[config.mk]
export PLATFORM = sky130hd
export DESIGN_NAME = ltc_frame_aligner_flat
export DESIGN_NICKNAME = d
export VERILOG_FILES = /design/src/rtl/ltc_pkg.sv /design/src/rtl/ltc_frame_aligner_if.sv /design/src/rtl/ltc_word_interleave.sv /design/src/rtl/ltc_frame_aligner.sv /design/src/flat_wrapper.sv
export SDC_FILE = /design/constraint.sdc
export NUM_CORES = 1
export LEC_CHECK = 0
export CAP_MARGIN = 40
export CORE_ASPECT_RATIO = 1.2
export CORE_MARGIN = 3
export CORE_UTILIZATION = 25
export CTS_CLUSTER_SIZE = 25
export DETAILED_ROUTE_END_ITERATION = 7
export HOLD_SLACK_MARGIN = 0.06
export MAX_ROUTING_LAYER = met4
export SYNTH_ARGS = -nofsm -noshare
export SYNTH_HDL_FRONTEND = slang
export SYNTH_SLANG_ARGS = --single-unit
[constraint.sdc]
create_clock -name sample_clk -period 3.5 [get_ports sample_clk]
set_input_delay 0.35 -clock sample_clk [delete_from_list [all_inputs] [get_ports sample_clk]]
set_output_delay 0.35 -clock sample_clk [all_outputs]
set_load 0.1 [all_outputs]
[src/rtl/ltc_pkg.sv]
// rtl/ltc_pkg.sv - shared defaults and state encoding for the LTC frame aligner
package ltc_pkg;

  localparam logic [7:0] DEF_FRAME_PATTERN = 8'hF0;
  localparam int         DEF_LOCK_COUNT    = 8;
  localparam int         DEF_MISS_LIMIT    = 4;
  localparam int         DEF_SLIP_WAIT     = 4;

  typedef enum logic [1:0] {
    ST_SEARCH = 2'd0,
    ST_SLIP   = 2'd1,
    ST_WAIT   = 2'd2,
    ST_LOCKED = 2'd3
  } ltc_state_e;

endpackage

[src/rtl/ltc_frame_aligner_if.sv]
// rtl/ltc_frame_aligner_if.sv - deserializer lanes in, alignment status and samples out
interface ltc_frame_aligner_if;

  logic [7:0]  frame_word;
  logic [7:0]  lane_a;
  logic [7:0]  lane_b;
  logic        bitslip;
  logic        aligned;
  logic [15:0] sample;
  logic        sample_valid;
  logic [2:0]  slip_pos;
  logic        lock_lost;

  // master drives the ISERDES side, slave is the aligner
  modport master (
    output frame_word, lane_a, lane_b,
    input  bitslip, aligned, sample, sample_valid, slip_pos, lock_lost
  );

  modport slave (
    input  frame_word, lane_a, lane_b,
    output bitslip, aligned, sample, sample_valid, slip_pos, lock_lost
  );

endinterface

[src/rtl/ltc_word_interleave.sv]
// rtl/ltc_word_interleave.sv - merges two MSB-first 8-bit lanes into one 16-bit sample
module ltc_word_interleave (
  input  logic [7:0]  lane_a,
  input  logic [7:0]  lane_b,
  output logic [15:0] word
);

  // lane A carries the odd (upper) bit of each pair, lane B the even bit
  always_comb begin
    word = '0;
    for (int k = 0; k < 8; k++) begin
      word[15 - 2*k] = lane_a[7 - k];
      word[14 - 2*k] = lane_b[7 - k];
    end
  end

endmodule

[src/rtl/ltc_frame_aligner.sv]
// rtl/ltc_frame_aligner.sv - bitslip search and lock tracking on the frame-clock lane
module ltc_frame_aligner
  import ltc_pkg::*;
#(
  parameter logic [7:0] FRAME_PATTERN = DEF_FRAME_PATTERN,
  parameter int         LOCK_COUNT    = DEF_LOCK_COUNT,
  parameter int         MISS_LIMIT    = DEF_MISS_LIMIT,
  parameter int         SLIP_WAIT     = DEF_SLIP_WAIT
) (
  input  logic               sample_clk,
  input  logic               sample_rst,
  ltc_frame_aligner_if.slave bus
);

  localparam int MW = $clog2(LOCK_COUNT + 1);
  localparam int XW = $clog2(MISS_LIMIT + 1);
  localparam int WW = $clog2(SLIP_WAIT + 1);

  localparam logic [MW-1:0] LOCK_MAX = MW'(LOCK_COUNT);
  localparam logic [XW-1:0] MISS_MAX = XW'(MISS_LIMIT);
  localparam logic [WW-1:0] WAIT_MAX = WW'(SLIP_WAIT);
  localparam logic [MW-1:0] M_ONE    = MW'(1);
  localparam logic [XW-1:0] X_ONE    = XW'(1);
  localparam logic [WW-1:0] W_ONE    = WW'(1);

  ltc_state_e    state_q, state_d;
  logic [MW-1:0] match_cnt_q, match_cnt_d;
  logic [XW-1:0] miss_cnt_q, miss_cnt_d;
  logic [WW-1:0] wait_cnt_q, wait_cnt_d;
  logic [2:0]    slip_pos_q, slip_pos_d;
  logic          lock_lost_q, lock_lost_d;
  logic [15:0]   sample_q;
  logic          sample_valid_q;
  logic [15:0]   interleaved;
  logic          frame_match;

  assign frame_match = (bus.frame_word == FRAME_PATTERN);

  ltc_word_interleave u_interleave (
    .lane_a (bus.lane_a),
    .lane_b (bus.lane_b),
    .word   (interleaved)
  );

  // state, counters and sticky flag
  always_ff @(posedge sample_clk or posedge sample_rst) begin
    if (sample_rst) begin
      state_q     <= ST_SEARCH;
      match_cnt_q <= '0;
      miss_cnt_q  <= '0;
      wait_cnt_q  <= '0;
      slip_pos_q  <= '0;
      lock_lost_q <= 1'b0;
    end else begin
      state_q     <= state_d;
      match_cnt_q <= match_cnt_d;
      miss_cnt_q  <= miss_cnt_d;
      wait_cnt_q  <= wait_cnt_d;
      slip_pos_q  <= slip_pos_d;
      lock_lost_q <= lock_lost_d;
    end
  end

  // next-state: search for the pattern, slip on mismatch, hold lock until repeated misses
  always_comb begin
    state_d     = state_q;
    match_cnt_d = match_cnt_q;
    miss_cnt_d  = miss_cnt_q;
    wait_cnt_d  = wait_cnt_q;
    slip_pos_d  = slip_pos_q;
    lock_lost_d = lock_lost_q;
    case (state_q)
      ST_SEARCH: begin
        if (frame_match) begin
          if (match_cnt_q != LOCK_MAX) match_cnt_d = match_cnt_q + M_ONE;
          if (match_cnt_d == LOCK_MAX) state_d = ST_LOCKED;
        end else begin
          match_cnt_d = '0;
          slip_pos_d  = slip_pos_q + 3'd1;
          state_d     = ST_SLIP;
        end
      end
      ST_SLIP: begin
        wait_cnt_d = '0;
        state_d    = ST_WAIT;
      end
      ST_WAIT: begin
        if ((wait_cnt_q + W_ONE) == WAIT_MAX) begin
          wait_cnt_d  = '0;
          match_cnt_d = '0;
          state_d     = ST_SEARCH;
        end else begin
          wait_cnt_d = wait_cnt_q + W_ONE;
        end
      end
      ST_LOCKED: begin
        if (frame_match) begin
          miss_cnt_d = '0;
        end else if ((miss_cnt_q + X_ONE) == MISS_MAX) begin
          miss_cnt_d  = '0;
          match_cnt_d = '0;
          lock_lost_d = 1'b1;
          state_d     = ST_SEARCH;
        end else begin
          miss_cnt_d = miss_cnt_q + X_ONE;
        end
      end
      default: state_d = ST_SEARCH;
    endcase
  end

  // sample path runs every cycle; validity follows the lock state of the same cycle
  always_ff @(posedge sample_clk or posedge sample_rst) begin
    if (sample_rst) begin
      sample_q       <= 16'h0000;
      sample_valid_q <= 1'b0;
    end else begin
      sample_q       <= interleaved;
      sample_valid_q <= (state_q == ST_LOCKED);
    end
  end

  assign bus.bitslip      = (state_q == ST_SLIP);
  assign bus.aligned      = (state_q == ST_LOCKED);
  assign bus.sample       = sample_q;
  assign bus.sample_valid = sample_valid_q;
  assign bus.slip_pos     = slip_pos_q;
  assign bus.lock_lost    = lock_lost_q;

endmodule

[src/flat_wrapper.sv]
// flat-port wrapper written by rule: the top's interface ports become plain ports
module ltc_frame_aligner_flat import ltc_pkg::*;
#(
  parameter logic [7:0] FRAME_PATTERN = DEF_FRAME_PATTERN,
  parameter int         LOCK_COUNT    = DEF_LOCK_COUNT,
  parameter int         MISS_LIMIT    = DEF_MISS_LIMIT,
  parameter int         SLIP_WAIT     = DEF_SLIP_WAIT
)
  (sample_clk, sample_rst, bus_frame_word, bus_lane_a, bus_lane_b, bus_bitslip, bus_aligned, bus_sample, bus_sample_valid, bus_slip_pos, bus_lock_lost);
  ltc_frame_aligner_if bus_i ();
  input  logic sample_clk;
  input  logic sample_rst;
  input wire logic [$bits(bus_i.frame_word)-1:0] bus_frame_word;
  input wire logic [$bits(bus_i.lane_a)-1:0] bus_lane_a;
  input wire logic [$bits(bus_i.lane_b)-1:0] bus_lane_b;
  output wire logic [$bits(bus_i.bitslip)-1:0] bus_bitslip;
  output wire logic [$bits(bus_i.aligned)-1:0] bus_aligned;
  output wire logic [$bits(bus_i.sample)-1:0] bus_sample;
  output wire logic [$bits(bus_i.sample_valid)-1:0] bus_sample_valid;
  output wire logic [$bits(bus_i.slip_pos)-1:0] bus_slip_pos;
  output wire logic [$bits(bus_i.lock_lost)-1:0] bus_lock_lost;
  assign bus_i.frame_word = bus_frame_word;
  assign bus_i.lane_a = bus_lane_a;
  assign bus_i.lane_b = bus_lane_b;
  assign bus_bitslip = bus_i.bitslip;
  assign bus_aligned = bus_i.aligned;
  assign bus_sample = bus_i.sample;
  assign bus_sample_valid = bus_i.sample_valid;
  assign bus_slip_pos = bus_i.slip_pos;
  assign bus_lock_lost = bus_i.lock_lost;
  ltc_frame_aligner #(.FRAME_PATTERN(FRAME_PATTERN), .LOCK_COUNT(LOCK_COUNT), .MISS_LIMIT(MISS_LIMIT), .SLIP_WAIT(SLIP_WAIT)) u_core (.sample_clk(sample_clk), .sample_rst(sample_rst), .bus(bus_i));
endmodule
; After elaboration in Yosys (flattened, before gate mapping)
; Index checks and enable logic that the tools add are counted.
[word_totals]
out_inout_bits = 23
regBits = 33
word_cells = 50
inputBits = 26
[classes]
mux = 18
eq_ne = 12
reduce_logical = 7
bitwise = 1
n_addsub = 4
[ops]
columns = operator, count
row1 = two-way mux 4 bit, 7
row2 = one-hot mux 4 bit (3 select lines), 1
row3 = two-way mux 2 bit, 5
row4 = adder 3 x 1 -> 3 bit (second input constant), 3
row5 = two-way mux 3 bit, 3
row6 = equality test 8 bit (second input constant), 1
row7 = one-hot mux 2 bit (4 select lines), 1
row8 = AND reduction 4 bit, 2
row9 = equality test 3 bit (second input constant), 2
row10 = one-hot mux 3 bit (2 select lines), 1
row11 = adder 4 x 1 -> 4 bit (second input constant), 1
row12 = equality test 2 bit (second input constant), 2
row13 = equality test 4 bit (second input constant), 1
row14 = inequality test 2 x 1 -> 1 bit (second input constant), 2
row15 = inequality test 4 bit (second input constant), 1
row16 = inequality test 3 bit (second input constant), 1
row17 = AND reduction 3 bit, 1
row18 = nonzero test 3 bit, 1
row19 = equality test 2 x 1 -> 1 bit (second input constant), 1
row20 = zero test 2 bit, 1
row21 = inequality test 2 bit (second input constant), 1
row22 = AND reduction 2 bit, 1
row23 = nonzero test 2 bit, 1
row24 = inverter 1 bit, 1

; Longest topological paths before layout
; Gate-level depths: netlist of the first run.
[logic_depth]
ltp_word = 8
ltp_mapped = 7
depth_no_buf = 7

; By module
; Synthesis of the first run repeated with hierarchy kept, for this count alone.
[hier_totals]
hier_cells = 132
area_unflattened_um2 = 1547.7
[modules_own_cells]
columns = module, cells_each, seq_area_each_um2, n_inst, area_each_um2
row1 = ltc_frame_aligner, 116, 825.8, 1, 1427.6
row2 = ltc_word_interleave, 16, 0.0, 1, 120.1

; Worst setup path after synthesis of the first run
; OpenSTA, ideal clock, no wires.
[synth_timing]
kind = reg2reg
start = reg u_core.state_q[0]
end = reg u_core.match_cnt_q[0]
slack_ps = 1394
arrival_ps = 1982
period_less_slack_ps = 2106
required_ps = 3376
path_stages_with_launch = 6
setup_ps = 124
path_cell_list = dfrtp_1 ha_1 or3_1 buf_2 nor4_2 a211o_1
[synth_via]
elab_chain_cells = 3
elab_cells_between_ends = 9
cone_classes = eq/ne: 5 / mux: 1 / reduce/logical: 3
[synth_rtl]
columns = element, line
row1 = start: declaration, ltc_frame_aligner.sv:26  ; ltc_state_e state_q, state_d;
row2 = start signal: assignment, ltc_frame_aligner.sv:55  ; state_q <= state_d;
row3 = equality test 2 bit (*), -
row4 = net bus_aligned, flat_wrapper.sv:17  ; output wire logic [$bits(bus_i.aligned)-1:0] bus_aligned;
row5 = inequality test 2 bit (no line) (tied with other cells), -
row6 = AND reduction 4 bit (no line), -
row7 = end signal: assignment, ltc_frame_aligner.sv:56  ; match_cnt_q <= match_cnt_d;
row8 = end: declaration, ltc_frame_aligner.sv:27  ; logic [MW-1:0] match_cnt_q, match_cnt_d;
; The timed path passes the listed nets; every way through them passes the cells marked *.
; A chain may end at the register's enable or synchronous reset.

; Worst setup path after layout of the first run
[layout_timing]
start = reg u_core.state_q[1]
end = out bus_bitslip
[layout_via]
elab_chain_cells = 1
[layout_rtl]
columns = element, line
row1 = equality test 2 x 1 -> 1 bit, ltc_frame_aligner.sv:123  ; assign bus.bitslip = (state_q == ST_SLIP);
row2 = end: declaration, flat_wrapper.sv:16  ; output wire logic [$bits(bus_i.bitslip)-1:0] bus_bitslip;
; No other way between the ends.

==> flow_summary.json, run 1 <==
{
  "grt_max_degree": 34,
  "vias": 1129,
  "hold_class": "reg -> reg",
  "first_iter_violations": 35,
  "drt-pass1-iter-count": 4,
  "nets": 234,
  "synth.avg_cell_area_um2": 12.09,
  "cp_num_buf_inv": 3,
  "io_pins": 49,
  "r2r-start": "u_core.match_cnt_q[0]$_DFFE_PP0P_",
  "antenna_found_initial": 0,
  "clk_latency_ps": 280,
  "synth-seq-cells": 33,
  "drive_gt1_share_pct": 18.37,
  "drtAntennaViolNets": 0,
  "cts.sinks": 33,
  "root_buffer": "clkbuf_8",
  "cp-start-kind": "flip-flop",
  "fin_skew_ps": 4.962,
  "power_density_nw_per_um2": 718.7,
  "diodes": 0,
  "whs_ps": 474.7,
  "grt_first_pass_wirelength_um": 5423,
  "drt-wirelength-per-cell_um": 12.16,
  "yosys.area.top_type": "dfrtp_1",
  "worstMarginPinSlew_ps": 423.4,
  "grt_setup_unrepaired": "false",
  "clk_pin_slew_ps": 70,
  "worstSetupPathType": "reg -> out",
  "worstPathArrival_ps": 1810,
  "h-tree-depth": 2,
  "drt_wl_total_um": 3138,
  "synthCells": 119,
  "status": "finished clean",
  "drc_errors": 0,
  "nFillCells": 483,
  "cts_buffers": 5,
  "core-area_um2": 5443,
  "cts_tree": "built",
  "cp_max_fo": 5,
  "synth-async-reset-ratio_pct": 100.0,
  "setup_tns_ps": 0,
  "cap_violations": 0,
  "dpl.hpwl_um": 2384,
  "synth-edff-count": 0,
  "fin_area_um2": 2464,
  "startpoint": "u_core.state_q[1]$_DFFE_PP0P_",
  "synth.top_cell.area_share_pct": 57.39,
  "syn_area_um2": 1439,
  "row_count": 29,
  "vias_per_cell": 4.376,
  "critPathRequiredTime_ps": 3150,
  "worstHoldStart": "u_core.bus.slip_pos[2]$_DFFE_PP0P_",
  "slowest_stage": "clkdlybuf4s50_1",
  "p_leak_uw": 0.001107,
  "synthFlopType": "dfrtp_1",
  "crit_family": "buffers and inverters",
  "relSlewSlack_pct": 71.52,
  "post_cts_resized": 0,
  "cp-end-kind": "output port",
  "slew_viol_final": 0,
  "grt_use_total_pct": 11.07,
  "syn-num-nets": 158,
  "final-hold-violation-count": 0,
  "grt_overflow": 0,
  "synth_cell_types": 32,
  "postCtsSetupBuffers": 0,
  "setup_viol": 0,
  "cts_buffer_depth": 2,
  "ys_seq_area_share_pct": 57.39,
  "grt_pass1_vias": 1170,
  "synthTopCellsByArea": "dfrtp_1, ha_1, inv_1",
  "start_util_pct": 26.44,
  "vdd_drop_max_mv": 0.5871,
  "die_w_um": 75.26,
  "place_area_um2": 2347,
  "portBuffers": 48,
  "gp_routability_congestion": 0.7885,
  "fmax_mhz": 463.3,
  "cts_hold_buffers": 0,
  "path_cells": "inv_1 > ha_1 > clkdlybuf4s50_1 > buf_16",
  "syn_to_final_growth_pct": 71.22,
  "max_stage_delay_ps": 580,
  "synth-warning-count": 0,
  "die_height_um": 89.11,
  "fin_crit_sh_pct": 61.67,
  "dieArea_um2": 6706,
  "period_needed_ps": 2159
}
## state kept, by name, indices dropped and copies added, names as in the netlist
signal                   cells
u_core.wait_cnt_q            3
u_core.state_q               2
u_core.match_cnt_q           4
u_core.bus.lock_lost         1
u_core.bus.slip_pos          3
u_core.miss_cnt_q            3
u_core.bus.sample           16
u_core.bus.sample_valid      1
## cell usage after synthesis (all sizes together), types with 3 or more instances
master	number
ha	13
inv	11
nor2	3
nand2	8
o21ai	6
mux2i	3
dfrtp	33
nand3	7
xor2	3
## where the power goes
part	total (µW)	internal [µW]	switching, µW
registers	505	452	52.7
clock network	371	232	139
logic	894	355	539
total	1770	1040	731
## worst paths after layout
kind | end | slack [ps] | depth (start not counted)
worst min-delay path | u_core.bus.slip_pos[2]$_DFFE_PP0P_ | 470 | 1
worst max register to register | u_core.state_q[0]$_DFFE_PP0P_ | 1540 | 7
worst min register to register | u_core.bus.slip_pos[2]$_DFFE_PP0P_ | 470 | 1
worst max-delay path | bus_bitslip | 1340 | 4
min in group asynchronous | u_core.bus.slip_pos[2]$_DFFE_PP0P_ | 480 | 3
max in group asynchronous | u_core.miss_cnt_q[1]$_DFFE_PP0P_ | 2730 | 3
## cell type report
cell class	count	area, µm²	share of cell area (%)
clock inverter	1	30.03	1.219
multi-input combinational	73	561.8	22.80
timing repair buffer	71	840.8	34.13
tap	62	77.57	3.149
inverter	11	41.29	1.676
clock buffer	7	86.33	3.504
sequential	33	825.8	33.52
## cell families (layout without fill, tap and decap cells)
group / count (synthesis) / after routing / synth area share (%)
AOI/OAI and AO/OA: 21 / 21 / 9.913
and+or+nand+nor: 29 / 29 / 11.13
xor gates and xnor gates: 5 / 5 / 3.044
adders and majority gates: 13 / 13 / 11.30
muxes: 5 / 5 / 3.652
buffers and inverters: 13 / 90 / 3.565
DFF: 33 / 33 / 57.39
## metal layers
layer  share of wire (%)  vias to the layer above  GRT usage (%)  routed length (µm)
li1                    -                      561              -                   -
met1                  43                      526          14.30                1342
met2                  51                       40          16.48                1602
met3                 5.6                        2          3.037                 177
met4                0.48                        0          4.293                  15
met5                   0                        -              -                   0
## metrics by stage
step	total power (µW)	setup slack, ps	std cells	util (%)
floorplan	1062	1394	119	-
global placement	1249	1126	228	36.60
detailed placement	1415	1097	250	43.13
CTS	1796	1314	258	45.26
global route	1870	1225	258	45.26
finish	1771	1341	258	45.26
## layout by cell type (no fill, tap or decap), drive strengths merged, types with 3 or more instances in the layout
master,count
buf,24
o21ai,6
inv,11
dfrtp,33
clkdlybuf4s50,47
nand2,8
ha,13
nor2,3
clkbuf,7
mux2i,3
nand3,7
xor2,3
No activity file was read; power rests on OpenSTA's default activity.
==> run 2: changes to the inputs <==
==> constraint.sdc (replaced) <==
create_clock -name sample_clk -period 1.9 [get_ports sample_clk]
set_input_delay 0.19 -clock sample_clk [delete_from_list [all_inputs] [get_ports sample_clk]]
set_output_delay 0.19 -clock sample_clk [all_outputs]
set_load 0.1 [all_outputs]
==> run 2 against run 1 <==
  * Global-route usage down 1.2 points
  * Clock power up 85%
  * Wire length down 5.3%
  * Core utilization down 4.0 points
  * Combinational power up 77%
  * Total power up 80%
  * Worst setup slack worse by 1300 ps
  * Worst hold slack worse by 180 ps
  * Cell count down 2.7%
  * Sequential share of layout area up 3.3 points
  * Register-to-register slack worse by 1500 ps
  * Die area unchanged
  * Largest cell class is now flip-flops and latches
==> flow_summary.json, run 2 (synthesis results as in run 1) <==
{
  "start_util_pct": 26.44,
  "grt_use_total_pct": 9.838,
  "drive_gt1_share_pct": 32.28,
  "portBuffers": 48,
  "multiInputGateArea_um2": 610.6,
  "grt_overflow": 0,
  "post-place-ws_ps": -334.7,
  "instances_no_fill": 251,
  "worstSetupPathType": "in -> reg",
  "grt_pass1_vias": 1139,
  "cts_tree": "built",
  "die_w_um": 75.26,
  "diodes": 0,
  "slew_viol_final": 0,
  "maxUsedRoutingLayer": "met4",
  "hold_class": "in -> async",
  "path_cells": "clkdlybuf4s50_1 > or4_4 > or2_4 > or3_4 > nor4_4 > a211o_1",
  "wl_met3_um": 151,
  "root_buffer": "clkbuf_8",
  "dr_wl_met2_um": 1513,
  "h-tree-depth": 2,
  "period_needed_ps": 1873,
  "worst_slack_ps": 27.42,
  "drc_errors": 0,
  "cp-start-kind": "input port",
  "r2r-start": "u_core.match_cnt_q[0]$_DFFE_PP0P_",
  "final_cell_mix": "buf_4, dfrtp_1, clkdlybuf4s50_1",
  "fin_crit_sh_pct": 98.56,
  "clk_pin_slew_ps": 70,
  "dp_cells": 242,
  "drt-wirelength-per-cell_um": 11.84,
  "cts_buffers": 5,
  "slowest_stage": "or4_4",
  "grt_first_pass_wirelength_um": 4843,
  "io_pins": 49,
  "drtAntennaViolNets": 0,
  "fin_skew_ps": 4.267,
  "vias_per_cell": 4.442,
  "final-hold-violation-count": 0,
  "largest_reg_flops": 16,
  "gp_routability_congestion": 0.7240,
  "status": "finished clean",
  "cp_max_fo": 6,
  "r2r.worst_path.cells": 7,
  "antenna_found_initial": 0,
  "clk_latency_ps": 280,
  "place_area_um2": 2069,
  "vdd_drop_max_mv": 0.9331,
  "cts.sinks": 33,
  "dieArea_um2": 6706,
  "drt-pass1-iter-count": 4,
  "relSlewSlack_pct": 72.66,
  "p_leak_uw": 0.001035,
  "final_common_cell": "buf_4",
  "die_height_um": 89.11,
  "worstPathArrival_ps": 2100,
  "first_iter_violations": 24,
  "max_stage_delay_ps": 540,
  "power_density_nw_per_um2": 1418,
  "cp-end-kind": "flip-flop",
  "grt_setup_unrepaired": "true",
  "setup_tns_ps": 0,
  "ff_latch_area_um2": 827.0,
  "reg2reg_slack_ps": 80,
  "nets": 227,
  "syn_to_final_growth_pct": 56.00,
  "cts_buffer_depth": 2,
  "r2r-end": "u_core.state_q[0]$_DFFE_PP0P_",
  "core-area_um2": 5443,
  "critPathRequiredTime_ps": 2120,
  "vias": 1115,
  "dpl.hpwl_um": 2272,
  "drt_wl_total_um": 2972,
  "row_count": 29,
  "fin_area_um2": 2245,
  "setup_viol": 0,
  "wl_met1_um": 1289,
  "nFillCells": 519,
  "grt_max_degree": 34,
  "worstMarginPinSlew_ps": 410.1,
  "cap_violations": 0,
  "fmax_mhz": 534.0
}
## run 2: worst max-delay path, delay by kind of cell
family,cells,cell delay [ps]
AO/OA/AOI/OAI,1,130
AND/OR/NAND/NOR,4,1370
buffers and inverters,1,400
## run 2: per-stage QoR
step	power (µW)	util (%)	hold WS, ps
global placement	2451	38.02	464.8
finish	3183	41.24	291.9
CTS	3178	40.41	303.9
global route	3367	41.24	322.6
detailed placement	2465	38.02	475.5
floorplan	1959	-	221.4
## run 2: routing by layer
metal  GRT usage [%]  up-vias
met4           3.339        0
met5               -        -
met3           3.150        2
met2           16.56       36
met1           10.93      530
li1                -      547
## run 2: how the worst max path moves through the flow
stage                                                start                           endpoint
after detailed placement                 bus_frame_word[1]  u_core.match_cnt_q[0]$_DFFE_PP0P_
after global placement                   bus_frame_word[1]  u_core.match_cnt_q[0]$_DFFE_PP0P_
final                                    bus_frame_word[1]  u_core.match_cnt_q[0]$_DFFE_PP0P_
after CTS                 u_core.miss_cnt_q[0]$_DFFE_PP0P_  u_core.match_cnt_q[2]$_DFFE_PP0P_
after floorplan                          bus_frame_word[1]  u_core.match_cnt_q[0]$_DFFE_PP0P_
after global routing                     bus_frame_word[1]  u_core.match_cnt_q[0]$_DFFE_PP0P_
## run 2: report_power, final
part | total, µW | switching, µW | internal, µW
clock | 687 | 261 | 426
combinational | 1580 | 1010 | 574
sequential | 917 | 83.4 | 833
## run 2: area by class of cell
class / count / area share (%)
Clock buffer: 6 / 3.679
Clock inverter: 2 / 1.672
Inverter: 11 / 1.839
Multi-Input combinational cell: 73 / 27.20
Sequential cell: 33 / 36.85
Tap cell: 62 / 3.456
Timing Repair Buffer: 64 / 25.31
## run 2: what timing repair did
| action | CTS | global route |
|---|---|---|
| hold endpoints to repair | 0 | 0 |
| setup endpoints to repair | 3 | 4 |
| resized for setup | 3 | 7 |
| pin swaps | 0 | 4 |
| hold buffers | 0 | 0 |
| buffers inserted | 0 | 1 |
